File: src/rtl/dct_pkg.sv
// Shared constants and vector types for the 2-D DCT datapath.
// Imported by the transpose buffer and the 1-D DCT wrappers.
package dct_pkg;

    localparam int unsigned DCT_N  = 8;
    localparam int unsigned IDX_W  = $clog2(DCT_N);
    localparam int unsigned COEF_W = 32;

    typedef logic [COEF_W-1:0] coef_t;
    typedef coef_t [DCT_N-1:0] vec_t;

    function automatic logic is_last_idx(input logic [IDX_W-1:0] idx);
        return idx == IDX_W'(DCT_N - 1);
    endfunction

endpackage

File: src/rtl/dct_tp_bank.sv
// One N x N register bank: whole-row write port, whole-column combinational read port.
// Contents are intentionally not reset.
module dct_tp_bank
    import dct_pkg::*;
#(
    parameter int unsigned DATA_W = 32
) (
    input  logic                          clk,
    input  logic                          we,
    input  logic [IDX_W-1:0]              wr_row,
    input  logic [DCT_N-1:0][DATA_W-1:0]  wr_vec,
    input  logic [IDX_W-1:0]              rd_col,
    output logic [DCT_N-1:0][DATA_W-1:0]  rd_vec
);

    logic [DATA_W-1:0] mem [DCT_N][DCT_N];

    always_ff @(posedge clk) begin
        if (we) begin
            for (int k = 0; k < DCT_N; k++) begin
                mem[wr_row][k] <= wr_vec[k];
            end
        end
    end

    always_comb begin
        rd_vec = '0;
        for (int r = 0; r < DCT_N; r++) begin
            rd_vec[r] = mem[r][rd_col];
        end
    end

endmodule

File: src/rtl/dct_transpose_8x8.sv
// Ping-pong 8x8 transpose buffer between the row and column DCT passes.
// Rows are written into one bank while columns are read out of the other.
module dct_transpose_8x8
    import dct_pkg::*;
#(
    parameter int unsigned DATA_W = 32
) (
    input  logic                          clk,
    input  logic                          rst,
    input  logic                          in_valid,
    output logic                          in_ready,
    input  logic [DCT_N-1:0][DATA_W-1:0]  in_data,
    output logic                          out_valid,
    input  logic                          out_ready,
    output logic [DCT_N-1:0][DATA_W-1:0]  out_data,
    output logic                          out_last
);

    logic [1:0]       full_q, full_d;
    logic             wr_sel_q, wr_sel_d;
    logic             rd_sel_q, rd_sel_d;
    logic [IDX_W-1:0] wr_row_q, wr_row_d;
    logic [IDX_W-1:0] rd_col_q, rd_col_d;

    logic in_fire, out_fire;
    logic [1:0] bank_we;
    logic [DCT_N-1:0][DATA_W-1:0] rd_vec [2];

    // Handshake flags come from registered state only: no out_ready -> in_ready path.
    always_comb begin
        in_ready  = !full_q[wr_sel_q];
        out_valid = full_q[rd_sel_q];
        out_last  = out_valid && is_last_idx(rd_col_q);
        in_fire   = in_valid && in_ready;
        out_fire  = out_valid && out_ready;
        bank_we   = '0;
        bank_we[wr_sel_q] = in_fire;
        out_data  = rd_vec[rd_sel_q];
    end

    // Writer and reader always target different banks, so both flag updates may coexist.
    always_comb begin
        full_d   = full_q;
        wr_sel_d = wr_sel_q;
        rd_sel_d = rd_sel_q;
        wr_row_d = wr_row_q;
        rd_col_d = rd_col_q;
        if (in_fire) begin
            wr_row_d = wr_row_q + IDX_W'(1);
            if (is_last_idx(wr_row_q)) begin
                full_d[wr_sel_q] = 1'b1;
                wr_sel_d         = !wr_sel_q;
            end
        end
        if (out_fire) begin
            rd_col_d = rd_col_q + IDX_W'(1);
            if (is_last_idx(rd_col_q)) begin
                full_d[rd_sel_q] = 1'b0;
                rd_sel_d         = !rd_sel_q;
            end
        end
    end

    always_ff @(posedge clk or posedge rst) begin
        if (rst) begin
            full_q   <= '0;
            wr_sel_q <= 1'b0;
            rd_sel_q <= 1'b0;
            wr_row_q <= '0;
            rd_col_q <= '0;
        end else begin
            full_q   <= full_d;
            wr_sel_q <= wr_sel_d;
            rd_sel_q <= rd_sel_d;
            wr_row_q <= wr_row_d;
            rd_col_q <= rd_col_d;
        end
    end

    for (genvar b = 0; b < 2; b++) begin : g_bank
        dct_tp_bank #(
            .DATA_W (DATA_W)
        ) u_bank (
            .clk    (clk),
            .we     (bank_we[b]),
            .wr_row (wr_row_q),
            .wr_vec (in_data),
            .rd_col (rd_col_q),
            .rd_vec (rd_vec[b])
        );
    end

endmodule

File: config.mk
export PLATFORM = sky130hd
export DESIGN_NAME = dct_transpose_8x8
export DESIGN_NICKNAME = d
export VERILOG_FILES = /design/src/rtl/dct_pkg.sv /design/src/rtl/dct_tp_bank.sv /design/src/rtl/dct_transpose_8x8.sv
export SDC_FILE = /design/constraint.sdc
export NUM_CORES = 2
export LEC_CHECK = 0
export CORE_MARGIN = 10
export CORE_UTILIZATION = 61
export DETAILED_ROUTE_END_ITERATION = 12
export PLACE_DENSITY = 0.76
export SETUP_SLACK_MARGIN = 0.2
export SYNTH_ARGS = -nofsm -noshare
export SYNTH_HDL_FRONTEND = slang
export SYNTH_SLANG_ARGS = --single-unit
File: constraint.sdc
create_clock -name clk -period 21.9 [get_ports clk]
set_clock_uncertainty 0.1 [all_clocks]
set_input_delay 5.475 -clock clk [delete_from_list [all_inputs] [get_ports clk]]
set_output_delay 5.475 -clock clk [all_outputs]
set_load 0.01 [all_outputs]
Word level (Yosys, flattened, before mapping)
Memory sizes are Yosys's and may differ from the RTL's.
Index checks and enable logic that the tools add are counted.
{"block": "word_totals", "mem_count": 2, "ff_bits": 10, "ram_bits": 4096, "output_inout_bits": 259, "word_cells": 100}
{"block": "op_classes", "mux": 67, "reduce_logical": 10, "eq_ne": 2, "order_cmp": 6, "n_addsub": 2, "bitwise": 6}
{"name": "g_bank[0].u_bank.mem", "words": 8, "width": 256, "rd": 8, "rd_ports_with_merged_regs": 0, "wr": 1, "line": "dct_tp_bank.sv:16", "source": "logic [DATA_W-1:0] mem [DCT_N][DCT_N];"}
{"name": "g_bank[1].u_bank.mem", "words": 8, "width": 256, "rd": 8, "rd_ports_with_merged_regs": 0, "wr": 1, "line": "dct_tp_bank.sv:16"}
{"operator": "$bmux 32 s3", "n": 16}
{"operator": "$mux 32", "n": 32}
{"operator": "$mux 256", "n": 3}
{"operator": "$mux 1", "n": 10}
{"operator": "$mux 2", "n": 4}
{"operator": "$add 3x1->3 const B", "n": 2}
{"operator": "$eq 3x3->1 const B", "n": 2}
{"operator": "$logic_and 1x1->1", "n": 5}
{"operator": "$and 2x2->2", "n": 2}
{"operator": "$ge 4x4->1 const B", "n": 1}
{"operator": "$lt 1x2->1 const B", "n": 2}
{"operator": "$not 3->4", "n": 1}
{"operator": "$reduce_and 2->1", "n": 2}
{"operator": "$logic_not 1->1", "n": 3}
{"operator": "$demux 1 s1", "n": 2}
{"operator": "$ge 1x1->1 const B", "n": 2}
{"operator": "$ge 2x2->1 const B", "n": 1}
{"operator": "$not 1->2", "n": 1}
{"operator": "$not 2->2", "n": 1}
{"operator": "$or 2x2->2", "n": 1}

Logic depth before layout (Yosys ltp)
{"block": "logic_depth", "ltp_word": 10, "ltp_mapped": 10}

Hierarchy
From an unflattened synthesis, not the netlist that was laid out.
{"block": "unflattened", "cells_unflattened": 6265, "hier_area_um2": 157524.8}
{"mod": "dct_tp_bank", "cells_each": 2971, "seq_area_each_um2": 61499.0, "instances": 2, "area_per_inst_um2": 76923.8}
{"mod": "dct_transpose_8x8", "cells_each": 323, "seq_area_each_um2": 250.2, "instances": 1, "area_per_inst_um2": 3677.3}

Worst setup path before layout
OpenSTA, ideal clock, no wires.
{"block": "synth_path", "kind": "input-to-reg", "start": "input in_valid", "end": "memory g_bank[0].u_bank.mem[0][0] (netlist bit) (enable)", "path_buffers": 0, "path_slack_ps": -2337, "t_arrival_ps": 22950, "setup_time_ps": 1186, "cell_stages": 3, "cell_sequence": "nor2b_1 > nand2_1 > nor3_1"}
{"block": "synth_between", "elab_chain_cells": 4}
{"element": "start, declared", "line": "dct_transpose_8x8.sv:10", "source": "input logic in_valid,"}
{"element": "$logic_and 1x1->1", "line": "dct_transpose_8x8.sv:34", "source": "in_fire = in_valid && in_ready;"}
{"element": "$and 2x2->2 (no source line)"}
{"element": "$mux 1", "line": "dct_tp_bank.sv:19", "source": "if (we) begin"}
{"element": "$mux 1 (not written as such)", "line": "dct_tp_bank.sv:21", "source": "mem[wr_row][k] <= wr_vec[k];"}
{"element": "end, declared", "line": "dct_tp_bank.sv:16"}
Every way passes these cells.

==> reports/metrics.cfg <==
[clock_network]
cts_tree = yes
clock-sinks = 4106
post_cts_buffers = 0
cts_buffers = 406
clockBufferDepth = 4
clkTransAtPathRegs_ns = 0.06
post_cts_resized = 0
clk_latency_ns = 0.95
htree_levels = 5
cts-root-buf = clkbuf_16
hold_buffers = 0

[critical_path]
cp-start-kind = flop
path_class = flop to primary output
worstPathArrival_ns = 6.93
crit_chain = buf_12 > buf_4 > buf_4 > buf_4 > mux4_2 > mux4_2 > clkdlybuf4s50_1
r2r_start = wr_row_q[1]
cp-startpoint = rd_col_q[1]
required_ns = 16.33
crit_top_cell = buf_4
cp_max_fo = 143
slowest_delay_ns = 0.93
cpMaxStageDelayCell = buf_4
cp-end-kind = primary output
crit_family = buffers and inverters
crit_buf_inv = 5

[placement]
portBuffers = 518
dp_cells = 9565
post-place-ws_ns = 10.57
dp_hpwl_mm = 178
globalplace.congestion = 0.757

[floorplanning]
fp.dieW_um = 523
ios = 519
core_area_um2 = 251000
die_area_um2 = 273000
num_rows = 184
die_h_um = 523
initial_utilization = 0.613

[detailed_routing]
ant_nets = 0
drtIter0Drc = 8548
viasPerCell = 6.65
first_pass_iters = 6
wl_per_cell_um = 33.5
vias = 68500
drc = 0
wl_mm = 345

[synthesis]
ys_ff_latch = 4106
synth_flop_cell = edfxtp_1
netlist_area_um2 = 154000
synth-async-reset-ratio = 0.00244
synth_top_area_share = 0.798
synthAdderAreaFrac = 0.000325
synthSimpleGateAreaFrac = 0.00260
synth_compound_area_frac = 0.00478
synth_top_family_by_area = multiplexers
yosysWarnings = 0
syn-num-nets = 6168
synthMuxAreaShare = 0.183
ys_seq_area_frac = 0.799
yosysTopAreaCell = edfxtp_1
netlist_instances = 5904
synth_cell_types = 29
synth_area_leaders = edfxtp_1 (80%), mux4_2 (18%), mux2i_1 (0.49%)
syn_area_per_cell_um2 = 26.1
synth_xor_xnor_area_share = 0.000114
synth_edf_count = 4096

[pwr]
vdd_drop_max_mv = 0.119
power.density_nw_per_um2 = 130
power_leakage_nw = 54.2

[layout]
seqCellArea_um2 = 123000
layout.nets = 6889
instances_no_fill = 10300
drive_above_1_share = 0.271
multi_input_area_um2 = 29500
areaGrowthSynthToFinish_pct = 14.0
utilization = 0.699
fillers = 14000

[global_routing]
antenna_found_initial = 40
grt_start_max_net_pins = 148
grt_overflow = 0
grt_usage = 0.254
grt_pass1_vias = 72500
grt_pass1_wl_mm = 509

[sta]
timing.slew.headroom = 0.198
setup_violations = 0
whs_ns = 0.488
hold_viol = 0
max_freq_ghz = 0.0800
rsz0062_at_grt = false
final.min_clock_period_ns = 12.50
setup_slack_ns = 9.40
tightestPinTransition_ns = 1.20
fin_crit_sh = 0.571
tns_ns = 0
drv_slew = 0

[flow_run]
maxCapViolations = 0

[outcome]
status = complete, no violations

[worst_hold_path]
min_from = full_q[0]
min_path_type = flop to flop

[cell usage in the layout, fill, tap and decap left out, types with 2 or more instances in the layout]
cell and n:
edfxtp_1 4096, mux4_2 1216, clkdlybuf4s50_1 518, clkbuf_16 409, clkinv_1 90, clkbuf_1 86
buf_4 77, mux2i_1 76, clkinv_2 63, a21oi_1 44, bufinv_16 34, nor2b_1 33
a211oi_1 31, diode_2 22, o221ai_1 22, nand2_1 20, buf_12 20, clkinvlp_4 17
nor2_4 12, o22ai_1 11, inv_6 9, dfrtp_1 6, mux2_2 5, nor3_4 4
ha_1 4, dfrtp_4 4, nand3_1 3, clkinv_8 3, xnor2_1 2, o21ai_0 2
nand2b_1 2, a31oi_1 2, clkbuf_8 2, clkinv_4 2
[state kept, by name, indices dropped and copies added (netlist names)]
register,flops
rd_col_q,3
full_q,2
rd_sel_q,1
wr_row_q,3
g_bank.u_bank.mem,4096
wr_sel_q,1
[routing by layer]
layer / global-route usage / vias up / routed length [µm]
met3: 0.0551 / 542 / 31800
li1: - / 27400 / -
met2: 0.419 / 3610 / 177000
met1: 0.349 / 36900 / 127000
met5: 0 / - / 197
met4: 0.0719 / 32 / 9740
[worst register-to-register path: stages (launching register included)]
cell      delay (ns)
dfrtp_1         0.67
nand2b_1        0.36
nor2_4          0.77
buf_4           0.83
buf_4           1.05
buf_4           0.92
[kinds of logic after synthesis]
logic type	count (synthesis)
DFF	4106
muxes	1297
buffers and inverters	304
AOI/OAI and AO/OA	112
and+or+nand+nor	79
adders and majority gates	4
xor gates and xnor gates	2
[area by class of cell]
| cell class | instances | area share |
|---|---|---|
| flip-flops and latches | 4106 | 0.701 |
| diodes | 22 | 0.000313 |
| repair buffers | 615 | 0.0351 |
| multi-input cells | 1494 | 0.168 |
| inverters | 2 | 0.0000712 |
| clock inverters | 218 | 0.0112 |
| well taps | 3348 | 0.0238 |
| clock buffers | 497 | 0.0602 |
[where the power goes]
part | switching, mW | internal, mW | total, mW
Sequential | 0.195 | 9.21 | 9.41
Clock | 2.82 | 3.82 | 6.63
Combinational | 3.44 | 3.37 | 6.80
Total | 6.45 | 16.4 | 22.8
[worst paths after layout]
check | depth (start not counted) | slack [ns] | endpoint
max | 7 | 9.40 | out_data[101]
min reg2reg | 2 | 0.49 | full_q[0]
min | 2 | 0.49 | full_q[0]
max in group asynchronous | 2 | 16.65 | rd_col_q[2]
min in group asynchronous | 2 | 4.71 | rd_col_q[0]
max reg2reg | 5 | 16.74 | g_bank[0].u_bank.mem[6][133]
[metrics by stage]
stage / power [mW] / area (µm²)
after floorplan: 13.9 / 154000
after detailed placement: 16.4 / 163000
after CTS: 23.1 / 176000
after global placement: 16.3 / 163000
after global routing: 23.7 / 176000
final: 22.8 / 176000
[cells in the mapped netlist, drive strengths merged, types with 5 or more instances]
cell type,n
clkbuf,143
a211oi,31
dfrtp,10
edfxtp,4096
nor2,13
mux2,5
nor2b,33
a21oi,44
nand2,21
o221ai,22
o22ai,11
mux4,1216
buf,159
mux2i,76
(Power assumes the default switching activity.)
